File: src/rtl/bus_pkg.sv
// Shared types for the inter-core instruction bus: instruction codes, core status,
// arbiter FSM states and packed-field helpers for the default 4-core bus.
package bus_pkg;

  localparam int BUS_NUM_CORES     = 4;
  localparam int BUS_CORE_ID_WIDTH = $clog2(BUS_NUM_CORES);
  localparam int BUS_INSTR_WIDTH   = 2;

  typedef enum logic [BUS_INSTR_WIDTH-1:0] {
    HALT_PAUSE = 2'b00,
    STOP       = 2'b01,
    CONTINUE   = 2'b10,
    DONE       = 2'b11
  } bus_instruction_t;

  typedef struct packed {
    logic                         sending;
    logic                         broadcast;
    logic [BUS_CORE_ID_WIDTH-1:0] dst_id;
    bus_instruction_t             instr;
  } core_status_t;

  typedef enum logic [1:0] {
    ARB     = 2'd0,
    DELIVER = 2'd1,
    RECOVER = 2'd2
  } bus_arb_state_t;

  function automatic logic [BUS_CORE_ID_WIDTH-1:0] get_dst_id(
    input logic [BUS_NUM_CORES*BUS_CORE_ID_WIDTH-1:0] dst_ids,
    input logic [BUS_CORE_ID_WIDTH-1:0]               core
  );
    return dst_ids[core*BUS_CORE_ID_WIDTH +: BUS_CORE_ID_WIDTH];
  endfunction

  function automatic logic [BUS_INSTR_WIDTH-1:0] get_instruction(
    input logic [BUS_NUM_CORES*BUS_INSTR_WIDTH-1:0] instructions,
    input logic [BUS_CORE_ID_WIDTH-1:0]             core
  );
    return instructions[core*BUS_INSTR_WIDTH +: BUS_INSTR_WIDTH];
  endfunction

endpackage

File: src/rtl/rr_arbiter.sv
// Combinational round-robin picker: first set request searching upward from ptr+1,
// wrapping modulo N.
module rr_arbiter #(
  parameter  int N   = 4,
  localparam int IDW = (N > 1) ? $clog2(N) : 1
) (
  input  logic [N-1:0]   req,
  input  logic [IDW-1:0] ptr,
  output logic [N-1:0]   gnt_onehot,
  output logic [IDW-1:0] gnt_id,
  output logic           any
);

  always_comb begin
    logic [IDW-1:0] idx;
    idx        = '0;
    gnt_onehot = '0;
    gnt_id     = '0;
    any        = 1'b0;
    // Offset N wraps back to ptr itself, so the last winner is checked last.
    for (int k = 1; k <= N; k++) begin
      idx = IDW'((int'(ptr) + k) % N);
      if (!any && req[idx]) begin
        any             = 1'b1;
        gnt_id          = idx;
        gnt_onehot[idx] = 1'b1;
      end
    end
  end

endmodule

File: src/rtl/instr_bus_arbiter.sv
// Server side of the inter-core instruction bus: round-robin arbitration, then a
// registered grant/delivery cycle and a recovery cycle per transaction.
module instr_bus_arbiter
  import bus_pkg::*;
#(
  parameter  int NUM_CORES     = 4,
  parameter  int INSTR_WIDTH   = 2,
  localparam int CORE_ID_WIDTH = $clog2(NUM_CORES)
) (
  input  logic                               clk,
  input  logic                               rst,
  input  logic [NUM_CORES-1:0]               send_req,
  input  logic [NUM_CORES-1:0]               broadcast_mode,
  input  logic [NUM_CORES*CORE_ID_WIDTH-1:0] dst_ids,
  input  logic [NUM_CORES*INSTR_WIDTH-1:0]   instructions,
  output logic [NUM_CORES-1:0]               send_grant,
  output logic [NUM_CORES-1:0]               recv_valid,
  output logic [CORE_ID_WIDTH-1:0]           src_id,
  output logic [INSTR_WIDTH-1:0]             instruction,
  output logic                               busy,
  output logic                               drop_err
);

  bus_arb_state_t state_q, state_d;
  logic [CORE_ID_WIDTH-1:0] ptr_q, ptr_d;
  logic [NUM_CORES-1:0]     send_grant_q, send_grant_d;
  logic [NUM_CORES-1:0]     recv_valid_q, recv_valid_d;
  logic [CORE_ID_WIDTH-1:0] src_id_q, src_id_d;
  logic [INSTR_WIDTH-1:0]   instruction_q, instruction_d;
  logic                     busy_q, busy_d;
  logic                     drop_err_q, drop_err_d;

  logic [NUM_CORES-1:0]     arb_gnt;
  logic [CORE_ID_WIDTH-1:0] arb_id;
  logic                     arb_any;

  logic [CORE_ID_WIDTH-1:0] dst_arr   [NUM_CORES];
  logic [INSTR_WIDTH-1:0]   instr_arr [NUM_CORES];
  logic [CORE_ID_WIDTH-1:0] win_dst;
  logic [INSTR_WIDTH-1:0]   win_instr;
  logic                     win_bcast;
  logic                     win_dst_ok;

  generate
    for (genvar gi = 0; gi < NUM_CORES; gi++) begin : g_slice
      assign dst_arr[gi]   = dst_ids[gi*CORE_ID_WIDTH +: CORE_ID_WIDTH];
      assign instr_arr[gi] = instructions[gi*INSTR_WIDTH +: INSTR_WIDTH];
    end
  endgenerate

  rr_arbiter #(.N(NUM_CORES)) u_rr (
    .req        (send_req),
    .ptr        (ptr_q),
    .gnt_onehot (arb_gnt),
    .gnt_id     (arb_id),
    .any        (arb_any)
  );

  assign win_dst    = dst_arr[arb_id];
  assign win_instr  = instr_arr[arb_id];
  assign win_bcast  = broadcast_mode[arb_id];
  assign win_dst_ok = (int'(win_dst) < NUM_CORES) && (win_dst != arb_id);

  // The output registers double as the latched winner fields for the DELIVER cycle.
  always_comb begin
    state_d       = state_q;
    ptr_d         = ptr_q;
    send_grant_d  = '0;
    recv_valid_d  = '0;
    src_id_d      = '0;
    instruction_d = '0;
    drop_err_d    = 1'b0;
    case (state_q)
      ARB: begin
        if (arb_any) begin
          state_d      = DELIVER;
          ptr_d        = arb_id;
          send_grant_d = arb_gnt;
          if (win_bcast) begin
            recv_valid_d  = ~arb_gnt;
            src_id_d      = arb_id;
            instruction_d = win_instr;
          end else if (win_dst_ok) begin
            recv_valid_d  = {{(NUM_CORES-1){1'b0}}, 1'b1} << win_dst;
            src_id_d      = arb_id;
            instruction_d = win_instr;
          end else begin
            drop_err_d = 1'b1;
          end
        end
      end
      DELIVER: state_d = RECOVER;
      RECOVER: state_d = ARB;
      default: state_d = ARB;
    endcase
    busy_d = (state_d != ARB);
  end

  always_ff @(posedge clk) begin
    if (rst) begin
      state_q       <= ARB;
      ptr_q         <= CORE_ID_WIDTH'(NUM_CORES - 1);
      send_grant_q  <= '0;
      recv_valid_q  <= '0;
      src_id_q      <= '0;
      instruction_q <= '0;
      busy_q        <= 1'b0;
      drop_err_q    <= 1'b0;
    end else begin
      state_q       <= state_d;
      ptr_q         <= ptr_d;
      send_grant_q  <= send_grant_d;
      recv_valid_q  <= recv_valid_d;
      src_id_q      <= src_id_d;
      instruction_q <= instruction_d;
      busy_q        <= busy_d;
      drop_err_q    <= drop_err_d;
    end
  end

  assign send_grant  = send_grant_q;
  assign recv_valid  = recv_valid_q;
  assign src_id      = src_id_q;
  assign instruction = instruction_q;
  assign busy        = busy_q;
  assign drop_err    = drop_err_q;

  a_grant_onehot: assert property (@(posedge clk) disable iff (rst)
    $onehot0(send_grant));
  a_recv_needs_grant: assert property (@(posedge clk) disable iff (rst)
    (send_grant == '0) |-> (recv_valid == '0));
  // Neither unicast nor broadcast may ever loop back to the sender.
  a_no_self_delivery: assert property (@(posedge clk) disable iff (rst)
    (send_grant != '0) |-> !recv_valid[src_id]);

endmodule
File: config.mk
export PLATFORM = sky130hd
export DESIGN_NAME = instr_bus_arbiter
export DESIGN_NICKNAME = d
export VERILOG_FILES = /design/src/rtl/bus_pkg.sv /design/src/rtl/rr_arbiter.sv /design/src/rtl/instr_bus_arbiter.sv
export SDC_FILE = /design/constraint.sdc
export NUM_CORES = 1
export LEC_CHECK = 0
export BUFFER_PORTS_ARGS = -buffer_cell sky130_fd_sc_hd__buf_4
export CORE_ASPECT_RATIO = 1.25
export CORE_MARGIN = 2
export CORE_UTILIZATION = 55
export CTS_CLUSTER_SIZE = 24
export DETAILED_ROUTE_END_ITERATION = 6
export PLACE_DENSITY = 0.84
export SYNTH_ARGS = -nofsm -noshare
export SYNTH_HDL_FRONTEND = slang
export SYNTH_SLANG_ARGS = --single-unit
File: constraint.sdc
create_clock -name clk -period 7.4 [get_ports clk]
set_clock_uncertainty 0.1 [all_clocks]
set_input_delay 0.37 -clock clk [delete_from_list [all_inputs] [get_ports clk]]
set_output_delay 0.37 -clock clk [all_outputs]
set_load 0.01 [all_outputs]
Word level (Yosys, flattened, before mapping)
Cells that the tools add are included.
{"block": "totals", "regBits": 18, "inputBits": 26, "output_inout_bits": 14, "elab_cells": 92}
{"block": "op_classes", "addsub": 4, "magnitude_cmp": 10, "eq_ne": 2, "n_shift": 1, "muxes": 45, "n_bitwise": 7, "reduce_logical": 15}
{"op": "$mux W2", "count": 13}
{"op": "$mux W4", "count": 6}
{"op": "$lt A2 B3 Y1 const B", "count": 5}
{"op": "$mux W1", "count": 14}
{"op": "$or A4 B4 Y4", "count": 3}
{"op": "$bmux W1 S2", "count": 5}
{"op": "$bmux W2 S2", "count": 2}
{"op": "$demux W1 S2", "count": 4}
{"op": "$ge A2 B1 Y1 const B", "count": 4}
{"op": "$logic_and A1 B1 Y1", "count": 7}
{"op": "$add A2 B1 Y2 const B", "count": 2}
{"op": "$add A2 B2 Y2 const B", "count": 2}
{"op": "$not A4 Y4", "count": 1}
{"op": "$pmux W2 S2", "count": 1}
{"op": "$reduce_or A4 Y1", "count": 1}
{"op": "$shl A1 B2 Y4 const A", "count": 1}
{"op": "$ge A3 B3 Y1 const B", "count": 1}
{"op": "$logic_not A1 Y1", "count": 3}
{"op": "$not A2 Y3", "count": 1}
{"op": "$reduce_or A3 Y1", "count": 1}
{"op": "$eq A2 B1 Y1 const B", "count": 1}
{"op": "$logic_not A2 Y1", "count": 1}
{"op": "$ne A2 B2 Y1", "count": 1}
{"op": "$not A1 Y1", "count": 2}
{"op": "2 further kinds", "count": 2}

Longest topological paths before layout
{"block": "logic_depth", "ltp_word": 20, "depth_mapped": 13, "ltp_nobuf": 10}

Modules after synthesis
Synthesis repeated with hierarchy kept, for this count alone.
{"block": "hier_totals", "hier_cells": 156, "area_unflattened_um2": 1450.1}
{"mod": "instr_bus_arbiter", "n_inst": 1, "cells_per_inst": 70, "area_each_um2": 820.8, "seq_area_each_um2": 360.3}
{"mod": "rr_arbiter", "n_inst": 1, "cells_per_inst": 86, "area_each_um2": 629.4, "seq_area_each_um2": 0.0}

Least setup slack after synthesis
Ideal clock, no wire load.
{"block": "synth_timing", "kind": "register to register", "from": "register ptr_q[0]", "to": "register instruction_q[0] (netlist: instruction[0])", "setup_time_ns": 0.060, "t_arrival_ns": 2.917, "required_time_ns": 7.240, "setup_slack_ns": 4.323, "stages_incl_launch_ff": 12, "path_buffers": 2, "period_less_slack_ns": 3.077, "cell_sequence": "dfxtp_1 > buf_6 > clkinv_1 > ha_1 > buf_2 > mux4_2 > and2b_1 > o21ai_2 > nand2_2 > mux2_4 > mux2i_2 > and3_1"}
{"block": "synth_via", "elab_chain_len": 20, "word_cells_on_any_way": 40, "cone_classes": "4 x add/sub; 1 x eq/ne; 26 x mux; 2 x bitwise; 7 x reduce/logical"}
{"element": "from (decl)", "line": "instr_bus_arbiter.sv:25", "text": "logic [CORE_ID_WIDTH-1:0] ptr_q, ptr_d;"}
{"element": "from (signal assigned)", "line": "instr_bus_arbiter.sv:102", "text": "ptr_q <= CORE_ID_WIDTH'(NUM_CORES - 1);"}
{"element": "from (signal assigned)", "line": "instr_bus_arbiter.sv:111", "text": "ptr_q <= ptr_d;"}
{"element": "$add A2 B1 Y2", "line": "rr_arbiter.sv:22", "text": "idx = IDW'((int'(ptr) + k) % N);"}
{"element": "$bmux W1 S2", "line": "rr_arbiter.sv:23", "text": "if (!any && req[idx]) begin"}
{"element": "$mux W1 (not written as such)", "line": "rr_arbiter.sv:23"}
{"element": "$mux W1", "line": "rr_arbiter.sv:23"}
{"element": "$logic_not A1 Y1", "line": "rr_arbiter.sv:23"}
{"element": "$logic_and A1 B1 Y1", "line": "rr_arbiter.sv:23"}
{"element": "$mux W1", "line": "rr_arbiter.sv:23"}
{"element": "$logic_not A1 Y1", "line": "rr_arbiter.sv:23"}
{"element": "(+3 left out)"}
{"element": "$logic_and A1 B1 Y1", "line": "rr_arbiter.sv:23"}
{"element": "$mux W2", "line": "rr_arbiter.sv:23"}
{"element": "$not A2 Y3 (not written as such)", "line": "instr_bus_arbiter.sv:59, instr_bus_arbiter.sv:60"}
{"element": "$bmux W2 S2", "line": "instr_bus_arbiter.sv:59", "text": "assign win_dst = dst_arr[arb_id];"}
{"element": "$mux W2 (not written as such) (2 in series)", "line": "instr_bus_arbiter.sv:59"}
{"element": "$ne A2 B2 Y1", "line": "instr_bus_arbiter.sv:62", "text": "assign win_dst_ok = (int'(win_dst) < NUM_CORES) && (win_dst != arb_id);"}
{"element": "$mux W2", "line": "instr_bus_arbiter.sv:83", "text": "end else if (win_dst_ok) begin"}
{"element": "$mux W2", "line": "instr_bus_arbiter.sv:79", "text": "if (win_bcast) begin"}
{"element": "to (signal assigned)", "line": "instr_bus_arbiter.sv:115", "text": "instruction_q <= instruction_d;"}
{"element": "to (decl)", "line": "instr_bus_arbiter.sv:29", "text": "logic [INSTR_WIDTH-1:0] instruction_q, instruction_d;"}
Several ways; a longest one is shown, not always the timed one. The select of a mux whose other input is x is not followed.
A chain may end at the register's enable or synchronous reset.

Worst setup path after layout
{"block": "layout_timing", "from": "register ptr_q[0]", "to": "register recv_valid_q[2] (netlist: recv_valid[2])"}
{"block": "layout_via", "elab_chain_len": 20, "word_cells_on_any_way": 66, "cone_classes": "4 x add/sub; 8 x order compare; 1 x eq/ne; 1 x shift; 35 x mux; 6 x bitwise; 11 x reduce/logical"}
{"element": "$add A2 B1 Y2", "line": "rr_arbiter.sv:22"}
{"element": "$bmux W1 S2", "line": "rr_arbiter.sv:23"}
{"element": "$mux W1 (not written as such)", "line": "rr_arbiter.sv:23"}
{"element": "$mux W1", "line": "rr_arbiter.sv:23"}
{"element": "$logic_not A1 Y1", "line": "rr_arbiter.sv:23"}
{"element": "$logic_and A1 B1 Y1", "line": "rr_arbiter.sv:23"}
{"element": "$mux W1", "line": "rr_arbiter.sv:23"}
{"element": "$logic_not A1 Y1", "line": "rr_arbiter.sv:23"}
{"element": "(+3 left out)"}
{"element": "$logic_and A1 B1 Y1", "line": "rr_arbiter.sv:23"}
{"element": "$mux W2", "line": "rr_arbiter.sv:23"}
{"element": "$not A2 Y3 (not written as such)", "line": "instr_bus_arbiter.sv:59"}
{"element": "$bmux W2 S2", "line": "instr_bus_arbiter.sv:59"}
{"element": "$mux W2 (not written as such) (2 in series)", "line": "instr_bus_arbiter.sv:59"}
{"element": "$ne A2 B2 Y1 / $shl A1 B2 Y4 (equally long branches)", "line": "instr_bus_arbiter.sv:62, instr_bus_arbiter.sv:84"}
{"element": "$mux W4", "line": "instr_bus_arbiter.sv:83"}
{"element": "$mux W4", "line": "instr_bus_arbiter.sv:79"}
{"element": "to (signal assigned)", "line": "instr_bus_arbiter.sv:113", "text": "recv_valid_q <= recv_valid_d;"}
{"element": "to (decl)", "line": "instr_bus_arbiter.sv:27", "text": "logic [NUM_CORES-1:0] recv_valid_q, recv_valid_d;"}
Several ways; a longest one is shown, not always the timed one. The select of a mux whose other input is x is not followed.

==> impl_results.md <==
- Fin. Hold Viols: 0
- Unrepaired setup endpoints after global routing: false
- Placer congestion estimate: 0.789
- Post-Synthesis Net Count: 173
- Number of synthesized register bits: 18
- Diodes inserted: 0
- FMAX: 242 MHz
- Worst-path clk slew: 100 ps
- TritonCTS clock tree: built
- Clock sink total: 18
- Post-synth cell types: 45
- Lkg Pwr: 0.000749 uW
- GRT overflow: 0
- # Post-CTS Setup Buffers: 0
- CP arrival: 4220 ps
- Final Slew Violations: 0
- Ys async rst share: 0%
- Setup TNS: 0 ps
- Status: finished, final reports clean
- Crit Path Class: reg -> reg
- H-tree levels: 1
- 1st-pass router iterations: 4
- Share of the synthesized area in the top cell type: 26.8%
- Post-synth EDFFs: 0
- Number of global-route vias before repair: 1124
- R2R Path Start: ptr_q[0]
- Total core area: 0.00238 sq mm
- Final #Nets: 212
- Worst path max stage delay: 670 ps
- ANT nets after route: 0
- Via density: 5.72
- Cell mode on critical path: mux2i_1
- Maxcap violations: 0
- IO Pins: 40
- HPWL Detailed: 2.37 mm
- Antenna violations before repair: 0
- Most common cell after layout, fill and taps aside: buf_4
- Met3 routed WL: 115 um
- Mean Syn Cell Area: 9.68 sq um
- Worst-margin pin slew: 722 ps
- Initial Util: 56.6%
- Min-delay src: rst
- Most frequent cells in the layout: buf_4, dfxtp_1, nand2_1
- Fraction of layout cells with a size suffix above 1: 35.0%
- Die width: 48.2 um
- Largest net degree at the start of global routing: 15
- CP top delay family: multiplexers
- Final number of setup-violating endpoints: 0
- Worst ir drop on vdd: 0.230 mV
- Predominant post-synthesis flop cell: dfxtp_1
- Setup crit end kind: flop
- Max Fanout on Critical Path: 14
- Die H: 59.3 um
- Highest Signal Layer: met4
- Area after DPL: 0.00163 sq mm
- Routed wire per std cell: 13.9 um
- Via count: 1202
- Clk Latency, worst-skew pair: 290 ps
- Crit path required time: 7480 ps
- Die area: 0.00286 sq mm
- Cell Rows: 20
- Slowest-stage cell, CP: dfxtp_1
- Buf+Inv Stages, Crit Path: 1
- Met1 wire length: 1.16 mm
- Ordered cell list for the critical path: clkinv_1, ha_1, mux2i_1, mux2i_1, or2_4, o21ai_4, mux2i_1, mux2_2, o32ai_1
- Synth area leaders: dfxtp_1, mux2i_1, ha_1
- Port Buffer Count: 39
- Synthesis-to-finish area growth: 24.2%
- Post-CTS Resized: 0
- Worst slew margin: 50.5%
- Gate Count Post-Synth: 139
- DRT iter0 DRCs: 16
- Number of synthesis warnings: 0
- Mapped cell area: 0.00135 sq mm
- Total GRT Usage: 22.4%
- Post-route cell area: 0.00167 sq mm
- Root Driver: clkbuf_4
- CTS buffer count: 3
- Leading area contributor after synthesis: dfxtp_1
- DRC: 0
- Hold Path Class: in -> reg
- Final wirelength: 2.91 mm
- Part of the cycle the worst path needs: 55.9%
- Crit start category: flop
- Crit path time final: 4140 ps
- Global-route wire length before repair: 4.65 mm
- CTS max path bufs: 2
- Crit path launch: ptr_q[0]
- Met2 wire length: 1.59 mm
- Cts hold-fix bufs: 0
- Power Density: 377 mW/mm^2
- Register area share after synthesis: 26.8%
registers in the layout, summed over array words and instances, names as in the netlist:
register / flops
instruction: 2
ptr_q: 2
src_id: 2
recv_valid: 4
send_grant: 4
busy: 1
state_q: 2
drop_err: 1
metrics by stage:
step           setup WS (ps)  total power (uW)  util [%]  hold slack [ps]  instances
2_1_floorplan           4320               491         -              303        139
3_3_place_gp            3540               559      68.7              318        206
3_5_place_dp            3250               572      68.7              327        206
4_1_cts                 3220               631      70.3              152        210
5_1_grt                 2890               679      70.3              153        210
6_report                3260               630      70.3              162        210
worst register-to-register path, cell delays in order (launching register included):
cell,delay [ps]
dfxtp_1,670
clkinv_1,440
ha_1,640
mux2i_1,280
mux2i_1,270
or2_4,360
o21ai_4,420
mux2i_1,220
mux2_2,320
o32ai_1,310
path summary, 6_finish.rpt:
check | endpoint | slack [ps] | depth (start not counted)
worst max-delay path | recv_valid[2] | 3260 | 9
worst max register to register | recv_valid[2] | 3260 | 9
worst min-delay path | state_q[1] | 160 | 2
worst min register to register | state_q[1] | 350 | 1
per-layer routing:
layer | GRT usage (%) | vias up
met4 | 8.11 | 0
met1 | 26.6 | 556
met2 | 39.8 | 42
met5 | 0 | -
li1 | - | 599
met3 | 1.83 | 5
kinds of logic (layout without fill, tap and decap cells):
kind of cell	after synthesis	in the layout	synth area share (%)
xor gates and xnor gates	1	1	0.651
and+or+nand+nor	52	52	20.4
muxes	24	24	24.0
AOI/OAI and AO/OA	28	28	16.6
adders and majority gates	8	8	7.44
buffers and inverters	8	46	4.19
DFF	18	18	26.8
cell usage after synthesis (2+ instances only):
cell / number
dfxtp_1: 18
nand2_1: 15
mux2i_1: 14
ha_1: 8
nor2_1: 6
or2_2: 6
nand3_1: 5
a22oi_1: 4
a31oi_1: 4
and3_1: 4
nand2b_1: 4
o32ai_1: 4
mux2_2: 3
mux4_2: 3
nor3b_1: 3
or3_1: 3
a32oi_1: 2
buf_2: 2
inv_1: 2
mux4_1: 2
nor2b_1: 2
o21ai_0: 2
cell type report:
class	count	area, sq um
multi-input combinational	113	928
fill	181	707
sequential	18	360
timing repair buffer	39	293
tap	33	41.3
clock buffer	4	36.3
inverter	3	11.3
where the power goes:
group,leakage [uW],total [uW],internal (uW),switching [uW]
logic,0.000580,422,201,221
clock network,0.0000210,58.7,30.0,28.7
registers,0.000148,149,128,21.0
total,0.000749,630,358,271
(Power assumes the default switching activity.)
